File: src/rtl/comma_align_ctrl.sv
// Comma word aligner: masked plus/minus comma search over all 10 bit offsets with hunt/verify/lock offset selection.
// Define COMMA_ALIGN_STATS_EN to add o_RealignCnt, a saturating count of LOCKED->HUNT transitions.
module comma_align_ctrl #(
    parameter int LOCK_CNT = 3,
    parameter int LOSS_CNT = 4
) (
    input  logic        i_Clk,
    input  logic        i_Rst,
    input  logic [9:0]  i_RawData,
    input  logic        i_RawVld,
    input  logic [9:0]  i_Mask,
    input  logic [9:0]  i_PComma,
    input  logic [9:0]  i_MComma,
    input  logic        i_PComAlignEn,
    input  logic        i_MComAlignEn,
    input  logic        i_AlignEn,
    input  logic        i_Resync,
    output logic [9:0]  o_AlignData,
    output logic        o_AlignVld,
    output logic        o_ComDet,
    output logic [3:0]  o_Offset,
`ifdef COMMA_ALIGN_STATS_EN
    output logic        o_Locked,
    output logic [15:0] o_RealignCnt
`else
    output logic        o_Locked
`endif
);

    typedef enum logic [1:0] {
        ST_HUNT   = 2'd0,
        ST_VERIFY = 2'd1,
        ST_LOCKED = 2'd2
    } state_t;

    localparam logic [4:0] LOCK_THR = 5'(LOCK_CNT);
    localparam logic [4:0] LOSS_THR = 5'(LOSS_CNT);

    function automatic logic [3:0] sat_inc4(input logic [3:0] v);
        return (v == 4'hF) ? v : v + 4'd1;
    endfunction

    function automatic logic comma_hit(input logic [9:0] cand, input logic [9:0] mask,
                                       input logic [9:0] pat, input logic en);
        return en && ((cand & mask) == (pat & mask));
    endfunction

    logic [9:0]  r_Prev;
    state_t      r_State;
    state_t      w_NextState;
    logic [3:0]  r_Offset;
    logic [3:0]  w_NextOffset;
    logic [3:0]  r_Cnt;
    logic [3:0]  w_NextCnt;
    logic [3:0]  r_ErrCnt;
    logic [3:0]  w_NextErr;
    logic [9:0]  r_AlignData_p1;
    logic        r_AlignVld_p1;
    logic        r_ComDet_p1;
    logic        r_Locked_p1;

    logic [19:0] w_Window;
    logic [9:0]  w_Cand [16];
    logic [15:0] w_Match;
    logic [3:0]  w_FirstHit;
    logic        w_AnyMatch;
    logic        w_MatchAtOff;
    logic        w_Advance;

    // p0: sliding window and comma compare at every offset; unused slots 10..15 stay zero
    assign w_Window = {i_RawData, r_Prev};

    always_comb begin
        w_Match = '0;
        for (int k = 0; k < 16; k++) begin
            w_Cand[k] = '0;
        end
        for (int k = 0; k < 10; k++) begin
            w_Cand[k]  = w_Window[k +: 10];
            w_Match[k] = comma_hit(w_Window[k +: 10], i_Mask, i_PComma, i_PComAlignEn)
                       | comma_hit(w_Window[k +: 10], i_Mask, i_MComma, i_MComAlignEn);
        end
    end

    always_comb begin
        w_FirstHit = 4'd0;
        for (int k = 9; k >= 0; k--) begin
            if (w_Match[k]) begin
                w_FirstHit = 4'(k);
            end
        end
    end

    assign w_AnyMatch   = |w_Match;
    assign w_MatchAtOff = w_Match[r_Offset];
    assign w_Advance    = i_RawVld & i_AlignEn;

    always_comb begin
        w_NextState  = r_State;
        w_NextOffset = r_Offset;
        w_NextCnt    = r_Cnt;
        w_NextErr    = r_ErrCnt;
        if (i_Resync) begin
            w_NextState = ST_HUNT;
            w_NextCnt   = 4'd0;
            w_NextErr   = 4'd0;
        end else if (w_Advance) begin
            case (r_State)
                ST_HUNT: begin
                    if (w_AnyMatch) begin
                        w_NextOffset = w_FirstHit;
                        if (LOCK_CNT == 1) begin
                            w_NextState = ST_LOCKED;
                            w_NextCnt   = 4'd0;
                        end else begin
                            w_NextState = ST_VERIFY;
                            w_NextCnt   = 4'd1;
                        end
                    end
                end
                ST_VERIFY: begin
                    if (w_MatchAtOff) begin
                        if (({1'b0, r_Cnt} + 5'd1) == LOCK_THR) begin
                            w_NextState = ST_LOCKED;
                            w_NextCnt   = 4'd0;
                        end else begin
                            w_NextCnt = sat_inc4(r_Cnt);
                        end
                    end else if (w_AnyMatch) begin
                        w_NextOffset = w_FirstHit;
                        w_NextCnt    = 4'd1;
                    end
                end
                ST_LOCKED: begin
                    // a comma at the locked offset forgives earlier foreign commas
                    if (w_MatchAtOff) begin
                        w_NextErr = 4'd0;
                    end else if (w_AnyMatch) begin
                        if (({1'b0, r_ErrCnt} + 5'd1) == LOSS_THR) begin
                            w_NextState = ST_HUNT;
                            w_NextErr   = 4'd0;
                        end else begin
                            w_NextErr = sat_inc4(r_ErrCnt);
                        end
                    end
                end
                default: begin
                    w_NextState = ST_HUNT;
                end
            endcase
        end
    end

    // p1: aligned word uses the offset in force before this cycle's update
    always_ff @(posedge i_Clk) begin
        if (i_Rst) begin
            r_Prev         <= '0;
            r_State        <= ST_HUNT;
            r_Offset       <= '0;
            r_Cnt          <= '0;
            r_ErrCnt       <= '0;
            r_AlignData_p1 <= '0;
            r_AlignVld_p1  <= 1'b0;
            r_ComDet_p1    <= 1'b0;
            r_Locked_p1    <= 1'b0;
        end else begin
            r_State       <= w_NextState;
            r_Offset      <= w_NextOffset;
            r_Cnt         <= w_NextCnt;
            r_ErrCnt      <= w_NextErr;
            r_Locked_p1   <= (w_NextState == ST_LOCKED);
            r_AlignVld_p1 <= i_RawVld;
            if (i_RawVld) begin
                r_Prev         <= i_RawData;
                r_AlignData_p1 <= w_Cand[r_Offset];
                r_ComDet_p1    <= w_MatchAtOff;
            end
        end
    end

`ifdef COMMA_ALIGN_STATS_EN
    logic [15:0] r_RealignCnt;

    always_ff @(posedge i_Clk) begin
        if (i_Rst) begin
            r_RealignCnt <= '0;
        end else if ((r_State == ST_LOCKED) && (w_NextState == ST_HUNT) && (r_RealignCnt != 16'hFFFF)) begin
            r_RealignCnt <= r_RealignCnt + 16'd1;
        end
    end

    assign o_RealignCnt = r_RealignCnt;
`endif

    assign o_AlignData = r_AlignData_p1;
    assign o_AlignVld  = r_AlignVld_p1;
    assign o_ComDet    = r_ComDet_p1;
    assign o_Offset    = r_Offset;
    assign o_Locked    = r_Locked_p1;

endmodule
File: config.mk
export PLATFORM = sky130hd
export DESIGN_NAME = comma_align_ctrl
export DESIGN_NICKNAME = d
export VERILOG_FILES = /design/src/rtl/comma_align_ctrl.sv
export SDC_FILE = /design/constraint.sdc
export NUM_CORES = 1
export LEC_CHECK = 0
export ABC_AREA = 1
export CAP_MARGIN = 30
export CELL_PAD_IN_SITES_DETAIL_PLACEMENT = 0
export CELL_PAD_IN_SITES_GLOBAL_PLACEMENT = 2
export CORE_MARGIN = 8
export CORE_UTILIZATION = 30
export DETAILED_ROUTE_END_ITERATION = 8
export PLACE_DENSITY_LB_ADDON = 0.08
export SYNTH_ARGS = -nofsm -noshare
export SYNTH_HDL_FRONTEND = slang
export SYNTH_SLANG_ARGS = --single-unit
export TNS_END_PERCENT = 30
File: constraint.sdc
create_clock -name i_Clk -period 4.3 [get_ports i_Clk]
set_input_delay 0.645 -clock i_Clk [delete_from_list [all_inputs] [get_ports i_Clk]]
set_output_delay 0.645 -clock i_Clk [all_outputs]
set_load 0.005 [all_outputs]
==> impl_metrics.json <==
{
  "tns_ns": 0,
  "cts_sinks": 37,
  "antenna_found_initial": 0,
  "layout.nets": 1353,
  "dr_total_vias": 8129,
  "rsz0062_at_grt": "no",
  "mostFrequentLayoutCells": "399 x nand2_1, 312 x nor2_1, 121 x inv_1",
  "cts_setup_buffers": 0,
  "htree_num_levels": 2,
  "ios": 64,
  "layout-drive-gt1-share": 0.0491,
  "hold_class": "reg -> reg",
  "diodes": 0,
  "dp_cells": 1566,
  "synth_area_leaders": "nand2_1 25%, nor2_1 19%, dfxtp_1 12%",
  "reg2reg_depth": 16,
  "max_freq_mhz": 295,
  "clock_latency_ns": 0.28,
  "row_count": 52,
  "outcome": "finished clean",
  "synthArstFlopShare": 0,
  "whs_ns": 0.486,
  "grt_pass1_vias": 7798,
  "gp_congestion": 0.967,
  "grt_max_degree": 39,
  "syn-cell-area_mm2": 0.00606,
  "wl_per_cell_um": 20.3,
  "yosysTopAreaCellShare": 0.247,
  "grt_usage": 0.257,
  "cp-end-kind": "flip-flop",
  "slew_viol_final": 0,
  "crit_end": "o_Offset[0]",
  "p_total_mw": 1.55,
  "rr_startpoint": "r_Prev[9]",
  "leakagePower_nw": 3.57,
  "cts_tree": "built",
  "drt-pass1-iter-count": 5,
  "crit_type": "in -> reg",
  "final_area_mm2": 0.00708,
  "wl_mm": 32.0,
  "grt_pass1_wl_mm": 48.2,
  "port_buffers": 63,
  "drcViolationCount": 0,
  "skew_ns": 0.00374,
  "yosys_warnings": 0,
  "max_slew_margin": 0.535,
  "critical_path_arrival_ns": 3.57,
  "cts_resized": 0,
  "area_delta_synth_final_pct": 16.8,
  "fp.coreArea_mm2": 0.0200,
  "cts-root-buf": "clkbuf_16",
  "crit_path_start": "i_RawData[2]",
  "syn_avg_cell_area_um2": 4.79,
  "yosys.area.top_type": "nand2_1",
  "post-route-period-util": 0.787,
  "drtIter0Drc": 734,
  "drt.antenna.violating_nets": 0,
  "hold_viol": 0,
  "die_y_um": 158,
  "ys_ff_latch": 37,
  "peakVddDrop_uv": 252,
  "initial_core_util": 0.303,
  "overflow": 0,
  "rrSetupSlack_ns": 1.41,
  "synth-main-ff-cell": "dfxtp_1",
  "synth_cells": 1265,
  "synth_edf_count": 0,
  "maxCapViolations": 0,
  "holdBufCountCts": 0,
  "clk_pin_slew_ns": 0.06,
  "ctsLongestPathBuffers": 2,
  "post-dp-hpwl_mm": 24.3,
  "instances_no_fill": 1574,
  "path_max_fanout": 14,
  "r2r-end": "o_Offset[0]",
  "power.density_mw_per_mm2": 219,
  "syn_nets": 1315,
  "period_needed_ns": 3.39,
  "fp.dieArea_mm2": 0.0250,
  "final_common_cell": "nand2_1",
  "worstMarginPinSlew_ns": 0.697,
  "yosysUniqueCellTypes": 35,
  "postPlaceCellArea_mm2": 0.00692,
  "ys_seq_area_frac": 0.122,
  "viasPerCell": 5.16,
  "startpoint_type": "primary input",
  "cts_buffers": 5,
  "fp.dieW_um": 158,
  "cp.required_ns": 4.48,
  "setup_viol": 0
}
-- worst max-delay path: stages --
cell	delay (ns)
clkdlybuf4s50_1	0.90
inv_2	0.28
nand2_1	0.15
nand3_1	0.08
nor2_1	0.22
nand3_1	0.13
nand2_2	0.16
nand2_1	0.07
nand3_1	0.08
nand2_1	0.06
nand2_1	0.07
nand2_2	0.07
nand2_4	0.16
nand2_1	0.10
nand3_2	0.18
nand2_1	0.08
nand2_1	0.06
nor2_1	0.05
-- Yosys cell counts (4+ instances only) --
library cell and n:
nand4_1 16, nand2_1 399, a21oi_1 57, clkinv_1 13, dfxtp_1 37, clkbuf_1 16, nor2_1 312, inv_1 121
nor3_1 5, o211ai_1 23, buf_4 13, inv_2 10, o2111ai_1 5, nand3_1 110, o221ai_1 4, nand2_2 11
buf_2 30, o21ai_0 58
-- cells by family after synthesis --
group,share of synthesized area
compound gates,0.145
xor+xnor,0.00578
fa+ha+maj,0.00619
buf+inv,0.144
flops,0.122
mux,0.00330
simple gates,0.573
-- through the flow --
stage,setup WS [ns],utilization
final,0.914,0.353
after global routing,0.686,0.353
after CTS,0.934,0.353
after detailed placement,0.636,0.345
after global placement,0.673,0.345
after floorplan,1.99,-
-- flip-flops by register name, indices dropped and copies added (netlist names) --
register and cells:
o_ComDet 1, r_State 2, o_Offset 4, r_Cnt 4, r_Prev 10, o_AlignVld 1
o_AlignData 10, r_ErrCnt 4, o_Locked 1
-- power by group --
part / internal, mW / total (mW) / switching, mW
sequential: 0.364 / 0.387 / 0.0229
combinational: 0.242 / 0.773 / 0.531
clock: 0.246 / 0.392 / 0.147
-- final cells by class --
class	instances	area, um2
Fill cell	2393	13000
Multi-Input combinational cell	1022	4450
Timing Repair Buffer	93	856
Sequential cell	37	741
Inverter	144	541
Tap cell	270	338
Clock buffer	7	153
Clock inverter	1	5.00
-- layer usage --
layer / GRT usage / share of wire / vias to the layer above / wire, um
met5: 0 / 0 / - / 0
met4: 0.122 / 0.043 / 0 / 1370
met3: 0.0202 / 0.068 / 66 / 2160
met2: 0.418 / 0.46 / 350 / 14600
met1: 0.336 / 0.43 / 3667 / 13900
li1: - / - / 4046 / -
-- how the worst min path moves through the flow --
stage                     start          end  cells past startpoint
detailed placement     o_ComDet     o_ComDet                      2
global route           o_ComDet     o_ComDet                      2
floorplan           r_ErrCnt[1]  r_ErrCnt[1]                      2
CTS                    o_ComDet     o_ComDet                      2
finish                 o_ComDet     o_ComDet                      2
global placement       o_ComDet     o_ComDet                      2
(Power assumes the default switching activity.)
